[config.mk]
export PLATFORM = sky130hd
export DESIGN_NAME = idct_block_scheduler_flat
export DESIGN_NICKNAME = d
export VERILOG_FILES = /design/src/rtl/idct_block_scheduler_if.sv /design/src/rtl/idct_block_scheduler.sv /design/src/flat_wrapper.sv
export SDC_FILE = /design/constraint.sdc
export NUM_CORES = 1
export LEC_CHECK = 0
export ABC_CLOCK_PERIOD_IN_PS = 5300
export BUFFER_PORTS_ARGS = -buffer_cell sky130_fd_sc_hd__buf_2
export CAP_MARGIN = 5
export CORE_ASPECT_RATIO = 1.4
export CORE_UTILIZATION = 61
export CTS_BUF_LIST = sky130_fd_sc_hd__clkbuf_4 sky130_fd_sc_hd__clkbuf_8
export DETAILED_ROUTE_END_ITERATION = 12
export MAX_ROUTING_LAYER = met4
export PLACE_DENSITY = 0.8
export SYNTH_ARGS = -nofsm -noshare
export SYNTH_HDL_FRONTEND = slang
export SYNTH_SLANG_ARGS = --single-unit
[constraint.sdc]
create_clock -name CLOCK_50_I -period 5.3 [get_ports CLOCK_50_I]
set_input_delay 0.265 -clock CLOCK_50_I [delete_from_list [all_inputs] [get_ports CLOCK_50_I]]
set_output_delay 0.265 -clock CLOCK_50_I [all_outputs]
set_load 0.01 [all_outputs]
[src/rtl/idct_block_scheduler_if.sv]
// Job handshake and RAM-ownership bundle between the IDCT block scheduler
// and the fetch/write and calc units.
interface idct_block_scheduler_if #(
  parameter int BLK_W = 12
);
  logic             start;
  logic             abort;
  logic             fs_done;
  logic             ct_done;
  logic             cs_done;
  logic             ws_done;
  logic             fs_en;
  logic             ct_en;
  logic             cs_en;
  logic             ws_en;
  logic [BLK_W-1:0] fs_blk;
  logic [BLK_W-1:0] ws_blk;
  logic             sprime_a_sel;
  logic             t_b_sel;
  logic             busy;
  logic             finish;
  logic             err;
  logic [1:0]       err_code;

  modport master (
    output start, abort, fs_done, ct_done, cs_done, ws_done,
    input  fs_en, ct_en, cs_en, ws_en, fs_blk, ws_blk,
           sprime_a_sel, t_b_sel, busy, finish, err, err_code
  );

  modport slave (
    input  start, abort, fs_done, ct_done, cs_done, ws_done,
    output fs_en, ct_en, cs_en, ws_en, fs_blk, ws_blk,
           sprime_a_sel, t_b_sel, busy, finish, err, err_code
  );
endinterface

[src/rtl/idct_block_scheduler.sv]
// Schedules fetch S' / compute T / compute S / write S jobs for a frame of 8x8
// IDCT blocks and hands the S' and T RAM ports between the units.
//
// state     | meaning
// IDLE      | waiting for start
// FS0       | fetch S' of the first block (of every block in serial mode)
// CT        | compute T
// MS1       | compute S of block k while fetching S' of block k+1
// MS2       | write S of block k while computing T of block k+1
// CS_LAST   | compute S of the last block in flight
// WS_LAST   | write S of the last block in flight
// DONE      | one-cycle finish pulse
// ERR       | timeout or spurious done; waits for start
module idct_block_scheduler #(
  parameter int NUM_BLOCKS     = 2400,
  parameter int BLK_W          = 12,
  parameter int OVERLAP        = 1,
  parameter int TIMEOUT_CYCLES = 4096,
  parameter int TO_W           = 13
) (
  input logic                   CLOCK_50_I,
  input logic                   resetn,
  idct_block_scheduler_if.slave bus
);

  typedef enum logic [3:0] {
    S_IDLE, S_FS0, S_CT, S_MS1, S_MS2, S_CS_LAST, S_WS_LAST, S_DONE, S_ERR
  } state_t;

  localparam logic [BLK_W-1:0] NB      = BLK_W'(NUM_BLOCKS);
  localparam logic [BLK_W-1:0] NB_M1   = BLK_W'(NUM_BLOCKS - 1);
  localparam logic [TO_W-1:0]  TO_LAST = TO_W'(TIMEOUT_CYCLES - 1);
  localparam logic             WD_ON   = (TIMEOUT_CYCLES != 0);

  state_t           state, state_nxt, adv_state;
  logic             fs_f, ct_f, cs_f, ws_f;
  logic [TO_W-1:0]  wd_cnt;
  logic [BLK_W-1:0] fetched;
  logic             advance, start_acc;
  logic [1:0]       code_nxt;
  logic             working, all_ok, spurious, timeout;

  // A stage is satisfied if it is idle, already reported, or reporting now.
  assign all_ok = (!bus.fs_en || fs_f || bus.fs_done) && (!bus.ct_en || ct_f || bus.ct_done) &&
                  (!bus.cs_en || cs_f || bus.cs_done) && (!bus.ws_en || ws_f || bus.ws_done);
  assign working  = state inside {S_FS0, S_CT, S_MS1, S_MS2, S_CS_LAST, S_WS_LAST};
  assign spurious = working && ((bus.fs_done && !bus.fs_en) || (bus.ct_done && !bus.ct_en) ||
                                (bus.cs_done && !bus.cs_en) || (bus.ws_done && !bus.ws_en));
  assign timeout  = WD_ON && working && (wd_cnt == TO_LAST);

  always_ff @(posedge CLOCK_50_I or negedge resetn) begin
    if (!resetn) state <= S_IDLE;
    else         state <= state_nxt;
  end

  always_comb begin
    adv_state = state;
    case (state)
      S_FS0:     adv_state = S_CT;
      S_CT:      adv_state = (OVERLAP != 0 && fetched < NB) ? S_MS1 : S_CS_LAST;
      S_MS1:     adv_state = S_MS2;
      S_MS2:     adv_state = (fetched < NB) ? S_MS1 : S_CS_LAST;
      S_CS_LAST: adv_state = S_WS_LAST;
      S_WS_LAST: adv_state = (OVERLAP == 0 && bus.ws_blk < NB_M1) ? S_FS0 : S_DONE;
      default:   adv_state = state;
    endcase

    state_nxt = state;
    advance   = 1'b0;
    start_acc = 1'b0;
    code_nxt  = 2'b00;
    if (bus.abort && state != S_IDLE) begin
      state_nxt = S_IDLE;
    end else if (state == S_IDLE || state == S_ERR) begin
      if (bus.start) begin
        state_nxt = S_FS0;
        start_acc = 1'b1;
      end
    end else if (state == S_DONE) begin
      state_nxt = S_IDLE;
    end else if (timeout && !(all_ok && !spurious)) begin
      state_nxt = S_ERR;
      code_nxt  = 2'b01;
    end else if (spurious) begin
      state_nxt = S_ERR;
      code_nxt  = 2'b10;
    end else if (all_ok) begin
      state_nxt = adv_state;
      advance   = 1'b1;
    end
  end

  // Any state change starts a fresh phase: done flags and watchdog clear.
  always_ff @(posedge CLOCK_50_I or negedge resetn) begin
    if (!resetn) begin
      {fs_f, ct_f, cs_f, ws_f} <= 4'b0000;
      wd_cnt                   <= '0;
    end else if (state_nxt != state) begin
      {fs_f, ct_f, cs_f, ws_f} <= 4'b0000;
      wd_cnt                   <= '0;
    end else begin
      fs_f   <= fs_f | (bus.fs_done & bus.fs_en);
      ct_f   <= ct_f | (bus.ct_done & bus.ct_en);
      cs_f   <= cs_f | (bus.cs_done & bus.cs_en);
      ws_f   <= ws_f | (bus.ws_done & bus.ws_en);
      wd_cnt <= (working && WD_ON) ? wd_cnt + 1'b1 : '0;
    end
  end

  always_ff @(posedge CLOCK_50_I or negedge resetn) begin
    if (!resetn) begin
      bus.fs_en        <= 1'b0;
      bus.ct_en        <= 1'b0;
      bus.cs_en        <= 1'b0;
      bus.ws_en        <= 1'b0;
      bus.sprime_a_sel <= 1'b0;
      bus.t_b_sel      <= 1'b0;
      bus.busy         <= 1'b0;
      bus.finish       <= 1'b0;
      bus.err          <= 1'b0;
      bus.err_code     <= 2'b00;
      bus.fs_blk       <= '0;
      bus.ws_blk       <= '0;
      fetched          <= '0;
    end else begin
      bus.fs_en        <= state_nxt inside {S_FS0, S_MS1};
      bus.ct_en        <= state_nxt inside {S_CT, S_MS2};
      bus.cs_en        <= state_nxt inside {S_MS1, S_CS_LAST};
      bus.ws_en        <= state_nxt inside {S_MS2, S_WS_LAST};
      bus.sprime_a_sel <= state_nxt inside {S_FS0, S_MS1};
      bus.t_b_sel      <= state_nxt inside {S_MS2, S_WS_LAST};
      bus.busy         <= !(state_nxt inside {S_IDLE, S_ERR});
      bus.finish       <= (state_nxt == S_DONE);

      if (start_acc) begin
        bus.err      <= 1'b0;
        bus.err_code <= 2'b00;
      end else if (state_nxt == S_ERR && state != S_ERR) begin
        bus.err      <= 1'b1;
        bus.err_code <= code_nxt;
      end

      if (start_acc) begin
        fetched    <= '0;
        bus.fs_blk <= '0;
        bus.ws_blk <= '0;
      end else if (advance) begin
        case (state)
          S_FS0: fetched <= BLK_W'(1);
          S_MS1: begin
            fetched    <= fetched + 1'b1;
            bus.fs_blk <= bus.fs_blk + 1'b1;
          end
          S_MS2: bus.ws_blk <= bus.ws_blk + 1'b1;
          S_WS_LAST: begin
            if (state_nxt == S_FS0) begin
              bus.fs_blk <= bus.fs_blk + 1'b1;
              bus.ws_blk <= bus.ws_blk + 1'b1;
            end
          end
          default: ;
        endcase
      end
    end
  end

endmodule

[src/flat_wrapper.sv]
// flat-port wrapper written by rule: the top's interface ports become plain ports
module idct_block_scheduler_flat 
#(
  parameter int NUM_BLOCKS     = 2400,
  parameter int BLK_W          = 12,
  parameter int OVERLAP        = 1,
  parameter int TIMEOUT_CYCLES = 4096,
  parameter int TO_W           = 13
)
  (CLOCK_50_I, resetn, bus_start, bus_abort, bus_fs_done, bus_ct_done, bus_cs_done, bus_ws_done, bus_fs_en, bus_ct_en, bus_cs_en, bus_ws_en, bus_fs_blk, bus_ws_blk, bus_sprime_a_sel, bus_t_b_sel, bus_busy, bus_finish, bus_err, bus_err_code);
  idct_block_scheduler_if #(.BLK_W(BLK_W)) bus_i ();
  input logic CLOCK_50_I;
  input logic resetn;
  input wire logic [$bits(bus_i.start)-1:0] bus_start;
  input wire logic [$bits(bus_i.abort)-1:0] bus_abort;
  input wire logic [$bits(bus_i.fs_done)-1:0] bus_fs_done;
  input wire logic [$bits(bus_i.ct_done)-1:0] bus_ct_done;
  input wire logic [$bits(bus_i.cs_done)-1:0] bus_cs_done;
  input wire logic [$bits(bus_i.ws_done)-1:0] bus_ws_done;
  output wire logic [$bits(bus_i.fs_en)-1:0] bus_fs_en;
  output wire logic [$bits(bus_i.ct_en)-1:0] bus_ct_en;
  output wire logic [$bits(bus_i.cs_en)-1:0] bus_cs_en;
  output wire logic [$bits(bus_i.ws_en)-1:0] bus_ws_en;
  output wire logic [$bits(bus_i.fs_blk)-1:0] bus_fs_blk;
  output wire logic [$bits(bus_i.ws_blk)-1:0] bus_ws_blk;
  output wire logic [$bits(bus_i.sprime_a_sel)-1:0] bus_sprime_a_sel;
  output wire logic [$bits(bus_i.t_b_sel)-1:0] bus_t_b_sel;
  output wire logic [$bits(bus_i.busy)-1:0] bus_busy;
  output wire logic [$bits(bus_i.finish)-1:0] bus_finish;
  output wire logic [$bits(bus_i.err)-1:0] bus_err;
  output wire logic [$bits(bus_i.err_code)-1:0] bus_err_code;
  assign bus_i.start = bus_start;
  assign bus_i.abort = bus_abort;
  assign bus_i.fs_done = bus_fs_done;
  assign bus_i.ct_done = bus_ct_done;
  assign bus_i.cs_done = bus_cs_done;
  assign bus_i.ws_done = bus_ws_done;
  assign bus_fs_en = bus_i.fs_en;
  assign bus_ct_en = bus_i.ct_en;
  assign bus_cs_en = bus_i.cs_en;
  assign bus_ws_en = bus_i.ws_en;
  assign bus_fs_blk = bus_i.fs_blk;
  assign bus_ws_blk = bus_i.ws_blk;
  assign bus_sprime_a_sel = bus_i.sprime_a_sel;
  assign bus_t_b_sel = bus_i.t_b_sel;
  assign bus_busy = bus_i.busy;
  assign bus_finish = bus_i.finish;
  assign bus_err = bus_i.err;
  assign bus_err_code = bus_i.err_code;
  idct_block_scheduler #(.NUM_BLOCKS(NUM_BLOCKS), .BLK_W(BLK_W), .OVERLAP(OVERLAP), .TIMEOUT_CYCLES(TIMEOUT_CYCLES), .TO_W(TO_W)) u_core (.CLOCK_50_I(CLOCK_50_I), .resetn(resetn), .bus(bus_i));
endmodule
; ---- Word level (Yosys, flattened, before mapping)
; Cells that the tools add are included.
[op_classes]
addsub = 4
n_lt_le_gt_ge = 1
eq_ne = 20
muxes = 44
n_bitwise = 8
n_reduce_logical = 50
[ops]
columns = op, n
row1 = $mux 12, 8
row2 = $pmux 12 s2, 3
row3 = $add 12x1->12 const B, 3
row4 = $eq 4x3->1 const B, 8
row5 = $mux 4, 7
row6 = $mux 13, 2
row7 = $pmux 4 s5, 1
row8 = $eq 4x2->1 const B, 4
row9 = $mux 1, 15
row10 = $mux 2, 7
row11 = $reduce_bool 2->1, 7
row12 = $add 13x1->13 const B, 1
row13 = $eq 13x12->1 const B, 1
row14 = $logic_and 1x1->1, 13
row15 = $logic_or 1x1->1, 12
row16 = $lt 12x12->1 const B, 1
row17 = $reduce_bool 3->1, 3
row18 = $eq 4x1->1 const B, 2
row19 = $eq 4x4->1 const B, 2
row20 = $logic_not 4->1, 2
row21 = $logic_not 1->1, 7
row22 = $reduce_and 3->1, 2
row23 = $reduce_bool 6->1, 1
row24 = $and 1x1->1, 4
row25 = 8 further kinds, 11
[totals]
ff_bits = 66
output_inout_bits = 35
word_cells = 144

; ---- Logic depth before layout (Yosys ltp)
; Gate-level depths: netlist of the first run.
[depth]
ltp_word = 19
mapped_depth = 10

; ---- Worst setup path after synthesis of the first run
; OpenSTA, ideal clock, no wires.
[synth_timing]
kind = register to register
startpoint = reg u_core.bus.fs_en
endpoint = reg u_core.bus.ws_blk[10]
setup_ps = 78
arrival_time_ps = 2084
t_required_ps = 5222
setup_slack_ps = 3138
stages_incl_launch_ff = 9
n_path_buf = 2
synth_period_minus_slack_ps = 2162
path_cell_list = dfrtp_1 > nand2b_1 > o2111ai_1 > a211o_1 > buf_6 > or3_1 > buf_2 > or3_1 > a21oi_1
[synth_between]
elab_chain_cells = 17
elab_cells_between_ends = 31
classes_between = 2 x eq/ne / 12 x mux / 17 x reduce/logical
[synth_rtl]
columns = element, line_no
row1 = from (decl), idct_block_scheduler_if.sv:33  ; output fs_en, ct_en, cs_en, ws_en, fs_blk, ws_blk,
row2 = from (signal assigned), idct_block_scheduler.sv:126  ; bus.fs_en <= state_nxt inside {S_FS0, S_MS1};
row3 = $logic_not 1->1 (*), "idct_block_scheduler.sv:44, idct_block_scheduler.sv:47"
row4 = $logic_and 1x1->1, idct_block_scheduler.sv:47  ; assign spurious = working && ((bus.fs_done && !bus.fs_en) || (bus.ct_done && !bus.ct_en) ||
row5 = $logic_or 1x1->1 (2 in series), idct_block_scheduler.sv:47
row6 = $logic_or 1x1->1, idct_block_scheduler.sv:48  ; (bus.cs_done && !bus.cs_en) || (bus.ws_done && !bus.ws_en));
row7 = $logic_and 1x1->1, idct_block_scheduler.sv:47
row8 = $logic_not 1->1, idct_block_scheduler.sv:81  ; end else if (timeout && !(all_ok && !spurious)) begin
row9 = $logic_and 1x1->1, idct_block_scheduler.sv:81
row10 = $logic_not 1->1, idct_block_scheduler.sv:81
row11 = $logic_and 1x1->1, idct_block_scheduler.sv:81
row12 = $mux 4, idct_block_scheduler.sv:81
row13 = $mux 4, idct_block_scheduler.sv:79  ; end else if (state == S_DONE) begin
row14 = $mux 4, idct_block_scheduler.sv:74  ; end else if (state == S_IDLE || state == S_ERR) begin
row15 = $mux 4, idct_block_scheduler.sv:72  ; if (bus.abort && state != S_IDLE) begin
row16 = $eq 4x1->1, idct_block_scheduler.sv:156  ; if (state_nxt == S_FS0) begin
row17 = $ne 3x2->1 (no source line), n/a
row18 = $reduce_and 3->1 (no source line) (*), n/a
row19 = to (signal assigned), idct_block_scheduler.sv:154  ; S_MS2: bus.ws_blk <= bus.ws_blk + 1'b1;
row20 = to (signal assigned), idct_block_scheduler.sv:158  ; bus.ws_blk <= bus.ws_blk + 1'b1;
row21 = to (decl), idct_block_scheduler_if.sv:33
; Mark *: on every way between the ends. The rest lies on a longest branch, timed or not.
; A chain may end at the register's enable or synchronous reset.

; ---- Worst setup path after layout of the first run
[layout_timing]
startpoint = reg u_core.state[2]
endpoint = reg u_core.wd_cnt[3]
[layout_between]
elab_chain_cells = 13
elab_cells_between_ends = 31
classes_between = 9 x eq/ne / 10 x mux / 12 x reduce/logical
[layout_rtl]
columns = element, line_no
row1 = from (decl), idct_block_scheduler.sv:35  ; state_t state, state_nxt, adv_state;
row2 = from (signal assigned), idct_block_scheduler.sv:53  ; else state <= state_nxt;
row3 = branches (longest 12 deep; another with $pmux 4 s5), n/a
row4 = $mux 13 (*), idct_block_scheduler.sv:98  ; end else if (state_nxt != state) begin
row5 = to (signal assigned), idct_block_scheduler.sv:106  ; wd_cnt <= (working && WD_ON) ? wd_cnt + 1'b1 : '0;
row6 = to (decl), idct_block_scheduler.sv:37  ; logic [TO_W-1:0] wd_cnt;
; Mark *: on every way between the ends.

==> results.cfg, run 1 <==
[synthesis]
synth_seq_area_share_pct = 47.0
async_flop_share_pct = 100
yosysMostFrequentCell = dfrtp_1
synth_nets = 380
avgSynthCellArea_um2 = 9.55
synth_area_leaders = dfrtp_1 (47%), nor2_1 (5.1%), xor2_1 (4.7%)
ys_warn_count = 0
synth_common_cells = dfrtp_1 (66), nor2_1 (48), o21ai_0 (25), nand2_1 (22), xor2_1 (19)
yosysTopAreaCellShare_pct = 47.0
synth_top_flop_cell = dfrtp_1
synth-xor-area-share_pct = 7.23
syn_area_mm2 = 0.00351
synth_top_family_by_area = simple AND/OR/NAND/NOR gates
yosys-mux-area-fraction_pct = 0.285
synth-compound-area-share_pct = 12.7
synth_fa_ha_area_share_pct = 1.42
synthDistinctLibCells = 57
syn_inst = 368
synthSimpleGateAreaFrac_pct = 27.6
ys_seq_elements = 66
synth_edf_count = 0
synth_area_leader_cell = dfrtp_1

[drt]
wl_per_cell_um = 15.6
ant_nets = 0
drc = 0
dr.pass1.iters = 5
via_per_inst = 6.02
drtIter0Drc = 228
wl_um = 7460
vias = 2879

[sta]
setup_viol = 0
finalHoldViolCount = 0
slew-limit-headroom_pct = 45.8
final_max_slew_viol_count = 0
fmax_mhz = 359
fin_skew_ns = 0.00847
worst_pin_slew_ns = 0.814
setup_ws_ns = 2.51
timing.final.crit_share_pct = 52.6
finalCriticalPeriod_ns = 2.79
tns_ns = 0
hold_slack_ns = 0.0928
rsz0062_at_grt = false

[global_route]
antenna_found_initial = 0
grt_overflow = 0
grt_start_max_net_pins = 67
grt_pass1_wl_um = 12600
grt_usage_pct = 27.9
first_global_vias = 2725

[worst_setup_path]
worstPathArrival_ns = 3.02
cp_top_family = simple AND/OR/NAND/NOR gates
startpoint_type = flop
crit_buf_inv = 0
cp-end-kind = flop
cp.required_ns = 5.54
critical_path.most_common_cell = nor4_1
path_cells = a31oi_1 -> or2b_4 -> nor2b_4 -> nor4_1 -> nor4_1 -> nand2_1 -> nor4_1
max_stage_delay_ns = 0.54
path_class = flop to flop
cp_max_fo = 17
crit_slowest_cell = dfrtp_1

[place]
post-dp-hpwl_um = 5130
gp_congestion = 0.907
dpl_cell_area_mm2 = 0.00373
post-place-ws_ns = 2.55
io_buffers = 42
placed_cells = 462

[power_and_ir_drop]
internal_power_uw = 772
p_leak_nw = 1.79
p_switching_uw = 282
powerDensity_mw_per_mm2 = 269
ir_drop_v = 0.000172
swShare_pct = 26.8
pwr-share-clk_pct = 39.4
power_frac_comb_pct = 10.8
total_power_mw = 1.05
p_seq_share_pct = 49.9

[cells_and_area]
drive_gt1_share_pct = 20.0
instances_no_fill = 478
diodes = 0
post-route-util_pct = 71.0
area_growth_pct = 11.6
nets = 417
fill_cells = 409
final_cell_area_mm2 = 0.00392

[die]
initial_utilization_pct = 63.6
die_w_um = 66.2
die_h_um = 91.8
rows = 32
io_pins = 43
design.core.area_mm2 = 0.00553
fp.dieArea_mm2 = 0.00607

[clock_tree]
cts.sinks = 66
cts_resized = 0
cts_buffers = 9
cts_tree = done
root_buffer = clkbuf_8
ctsHoldBuffers = 0
cts_htree_levels = 3
cts_setup_buffers = 0
max-clock-path-buffers = 2
clock_latency_ns = 0.35
clkSlewWorstSetupHoldPaths_ns = 0.07

[min_path]
hold_class = primary input to async pin

[outcome]
status = finished clean

[run]
drv_cap = 0
## worst register-to-register path: cells and delay by family (launching register included)
family	cells	cell delay [ns]
AO/OA/AOI/OAI	1	0.31
flip-flops	1	0.54
AND/OR/NAND/NOR	6	1.84
## logic make-up (layout without fill, tap and decap cells)
family                   count (synthesis)  after routing
adder cells (fa/ha/maj)                  4              4
flip-flops                              66             66
buffers and inverters                   27             69
AO/OA/AOI/OAI                           69             69
XOR/XNOR                                29             29
AND/OR/NAND/NOR                        172            172
multiplexers                             1              1
## cell usage in the layout (no fill, tap or decap), types with 6 or more instances in the layout
master	n
nor4_1	13
inv_1	8
clkbuf_8	9
and3_1	11
buf_2	42
o21ai_0	25
nand2b_1	7
xnor2_1	10
nor3_2	6
nand2_1	22
o31ai_1	6
nor2_1	48
dfrtp_1	66
xor2_1	19
nand3_1	18
a21oi_1	12
nand4_1	8
nor3_1	11
## cell type report
cell class	instances	area, um2	area share [%]
Clock inverter	5	55.1	1.40
Clock buffer	11	139	3.54
Inverter	9	33.8	0.862
Sequential cell	66	1650	42.1
Multi-Input combinational cell	275	1730	44.2
Timing Repair Buffer	44	225	5.74
Tap cell	68	85.1	2.17
## sequential cells by signal, indices dropped and copies added (netlist names), 2 cells and up
| register | cells |
|---|---|
| u_core.wd_cnt | 13 |
| u_core.bus.fs_blk | 12 |
| u_core.bus.ws_blk | 12 |
| u_core.fetched | 12 |
| u_core.state | 4 |
| u_core.bus.err_code | 2 |
## routing by layer
layer	track usage, %	wire [um]	vias to the layer above
li1	-	-	1392
met1	34.4	3200	1405
met2	44.8	3890	71
met3	4.10	262	11
met4	12.8	110	0
met5	-	0	-
## worst paths after layout
| path | start | end | slack, ns | cells past startpoint |
|---|---|---|---|---|
| setup / recovery | u_core.state[2] | u_core.wd_cnt[3] | 2.51 | 7 |
| hold / removal | resetn | u_core.fetched[2] | 0.09 | 2 |
| setup reg to reg | u_core.state[2] | u_core.wd_cnt[3] | 2.51 | 7 |
| hold reg to reg | u_core.fetched[11] | u_core.fetched[11] | 0.50 | 1 |
| max in group asynchronous | resetn | u_core.state[2] | 4.67 | 2 |
| min in group CLOCK_50_I | bus_abort | u_core.state[3] | 0.23 | 2 |
## power groups by stage
stage	clock network, mW	logic, mW	registers [mW]
3_5_place_dp	0	0.113	0.535
6_report	0.415	0.114	0.525
5_1_grt	0.448	0.127	0.527
4_1_cts	0.424	0.114	0.525
2_1_floorplan	0	0.0836	0.531
3_3_place_gp	0	0.111	0.534
Note: power is estimated with default switching activity, not from simulation.
==> run 2, diff against run 1 <==
--- a/config.mk
+++ b/config.mk
@@ -5,15 +5,15 @@
 export SDC_FILE = /design/constraint.sdc
 export NUM_CORES = 1
 export LEC_CHECK = 0
-export ABC_CLOCK_PERIOD_IN_PS = 5300
+export ABC_CLOCK_PERIOD_IN_PS = 2240
 export BUFFER_PORTS_ARGS = -buffer_cell sky130_fd_sc_hd__buf_2
 export CAP_MARGIN = 5
 export CORE_ASPECT_RATIO = 1.4
-export CORE_UTILIZATION = 61
+export CORE_UTILIZATION = 54
 export CTS_BUF_LIST = sky130_fd_sc_hd__clkbuf_4 sky130_fd_sc_hd__clkbuf_8
 export DETAILED_ROUTE_END_ITERATION = 12
 export MAX_ROUTING_LAYER = met4
-export PLACE_DENSITY = 0.8
+export PLACE_DENSITY = 0.75
 export SYNTH_ARGS = -nofsm -noshare
 export SYNTH_HDL_FRONTEND = slang
 export SYNTH_SLANG_ARGS = --single-unit
==> constraint.sdc (replaced) <==
create_clock -name CLOCK_50_I -period 2.24 [get_ports CLOCK_50_I]
set_input_delay 0.112 -clock CLOCK_50_I [delete_from_list [all_inputs] [get_ports CLOCK_50_I]]
set_output_delay 0.112 -clock CLOCK_50_I [all_outputs]
set_load 0.01 [all_outputs]
==> run 2 against run 1 <==
  * Setup slack worse by 2.5 ns
  * Cell count up 8.2%
  * Routed wire length grew 8.7%
  * Die area is 13% higher
  * Sequential share of layout area fell by 4.1 points
  * Combinational power rose to 3.4 times the previous value
  * Hold slack got worse by 0.028 ns
  * Critical path depth grew 1
  * Power increased to 2.5 times the previous value
==> results.cfg, run 2 (synthesis results as in run 1) <==
[global_route]
antenna_found_initial = 0
grt_usage_pct = 26.3
first_global_vias = 2974
grt_overflow = 0
grt_pass1_wl_um = 13800
grt_start_max_net_pins = 26

[sta]
fin_skew_ns = 0.00896
worst_pin_slew_ns = 0.537
finalCriticalPeriod_ns = 2.19
setup_viol = 0
slew-limit-headroom_pct = 64.2
final_max_slew_viol_count = 0
setup_ws_ns = 0.0548
timing.final.crit_share_pct = 97.6
fmax_mhz = 458
finalHoldViolCount = 0

[clock_tree]
max-clock-path-buffers = 2
cts_tree = done
cts.sinks = 66
clkSlewWorstSetupHoldPaths_ns = 0.07
cts_buffers = 9
cts_htree_levels = 3
root_buffer = clkbuf_8
clock_latency_ns = 0.35

[drt]
ant_nets = 0
drtIter0Drc = 240
drc = 0
vias = 3035
dr.pass1.iters = 4
via_per_inst = 5.87
wl_per_cell_um = 15.7
wl_um = 8110

[worst_setup_path]
path_class = flop to flop
rr_startpoint = u_core.bus.ws_en
regToRegSetupSlack_ns = 0.05
crit_slowest_cell = a211o_4
cp_max_fo = 17
cp.required_ns = 2.48
reg2reg_depth = 8
path_cells = nand2b_4 -> o2111ai_4 -> a211o_4 -> buf_4 -> o31ai_2 -> nand3_2 -> buf_12 -> nor4_1
r2r_end = u_core.wd_cnt[11]
max_stage_delay_ns = 0.40
cp-end-kind = flop
startpoint_type = flop
worstPathArrival_ns = 2.42

[die]
fp.dieArea_mm2 = 0.00684
io_pins = 43
die_w_um = 70.2
design.core.area_mm2 = 0.00625
die_h_um = 97.5
initial_utilization_pct = 56.2
rows = 34

[power_and_ir_drop]
powerDensity_mw_per_mm2 = 616
ir_drop_v = 0.000520
total_power_mw = 2.68
p_leak_nw = 2.00

[cells_and_area]
final_cell_area_mm2 = 0.00436
largest_reg_flops = 13
diodes = 0
most-common-layout-cells = dfrtp_1 (63), nor2_1 (47), buf_2 (42)
final_common_cell = dfrtp_1
register_area_mm2 = 0.00166
regMostFlops = u_core.wd_cnt
nets = 452
area_growth_pct = 24.0
drive_gt1_share_pct = 30.3
fill_cells = 467
multi_input_area_mm2 = 0.00185

[place]
post-dp-hpwl_um = 5640
post-place-ws_ns = -0.0000184
gp_congestion = 0.898
dpl_cell_area_mm2 = 0.00400
io_buffers = 42

[outcome]
status = finished clean

[min_path]
min_from = bus_abort
hold_end = u_core.state[3]
holdPathStages = 2
hold_class = primary input to flop

[run]
drv_cap = 0
==> run 2: cell count changes in the layout (fill, tap and decap cells not counted), sizes merged <==
cell / before / now
clkbuf: 11 / 14
dlygate4sd3: 0 / 1
clkinv: 2 / 1
clkinvlp: 2 / 0
buf: 44 / 78
==> run 2: cell type report <==
cell class | count | area share, %
inverter | 9 | 0.775
clock buffer | 14 | 3.99
clock inverter | 2 | 0.804
tap | 72 | 2.07
sequential | 66 | 38.0
timing repair buffer | 79 | 11.8
multi-input combinational | 275 | 42.5
==> run 2: where the power goes <==
part	internal (mW)	total [mW]	switching, mW
Combinational	0.153	0.390	0.237
Sequential	1.21	1.24	0.0232
Clock	0.611	1.06	0.447
==> run 2: repair_timing <==
item | in CTS | in global routing
buffers inserted | 0 | 2
endpoints found under the setup margin | 5 | 40
cloned | 0 | 0
hold buffers | 1 | 0
gates resized for setup | 4 | 20
pin swaps | 0 | 4
endpoints found under the hold margin | 21 | 0
==> run 2: metrics by stage <==
step / instances / utilization [%] / TNS, ns / hold WS (ns)
3_5_place_dp: 498 / 63.9 / -0.0000184 / 0.125
4_1_cts: 515 / 67.8 / 0 / 0.0949
6_report: 517 / 69.7 / 0 / 0.0644
2_1_floorplan: 368 / - / 0 / -0.184
5_1_grt: 517 / 69.7 / -0.0391 / 0.0945
3_3_place_gp: 498 / 63.9 / 0 / 0.120
==> run 2: metal layers <==
| metal | GRT usage (%) | vias to the layer above | routed length, um |
|---|---|---|---|
| met5 | - | - | 0 |
| met4 | 12.0 | 0 | 200 |
| met3 | 3.22 | 20 | 210 |
| met2 | 43.2 | 50 | 4190 |
| met1 | 32.3 | 1503 | 3510 |
| li1 | - | 1462 | - |
==> run 2: worst max path at each step <==
stage	start	to	slack, ns	cells after the start
floorplan	u_core.bus.fs_en	u_core.bus.ws_blk[10]	0.08	8
global placement	u_core.bus.cs_en	u_core.bus.ws_blk[3]	0.05	6
detailed placement	u_core.bus.ws_en	u_core.bus.ct_en	-0.00002	7
CTS	u_core.state[1]	u_core.wd_cnt[12]	0.03	8
global route	u_core.bus.ws_en	u_core.bus.fs_blk[6]	-0.02	9
finish	u_core.bus.ws_en	u_core.wd_cnt[11]	0.05	8
==> run 2: critical path: cells and delay by family (launching register included) <==
| family | cells | cell delay, ns |
|---|---|---|
| AO/OA/AOI/OAI | 3 | 0.80 |
| buffers and inverters | 2 | 0.32 |
| flip-flops | 1 | 0.38 |
| AND/OR/NAND/NOR | 3 | 0.57 |
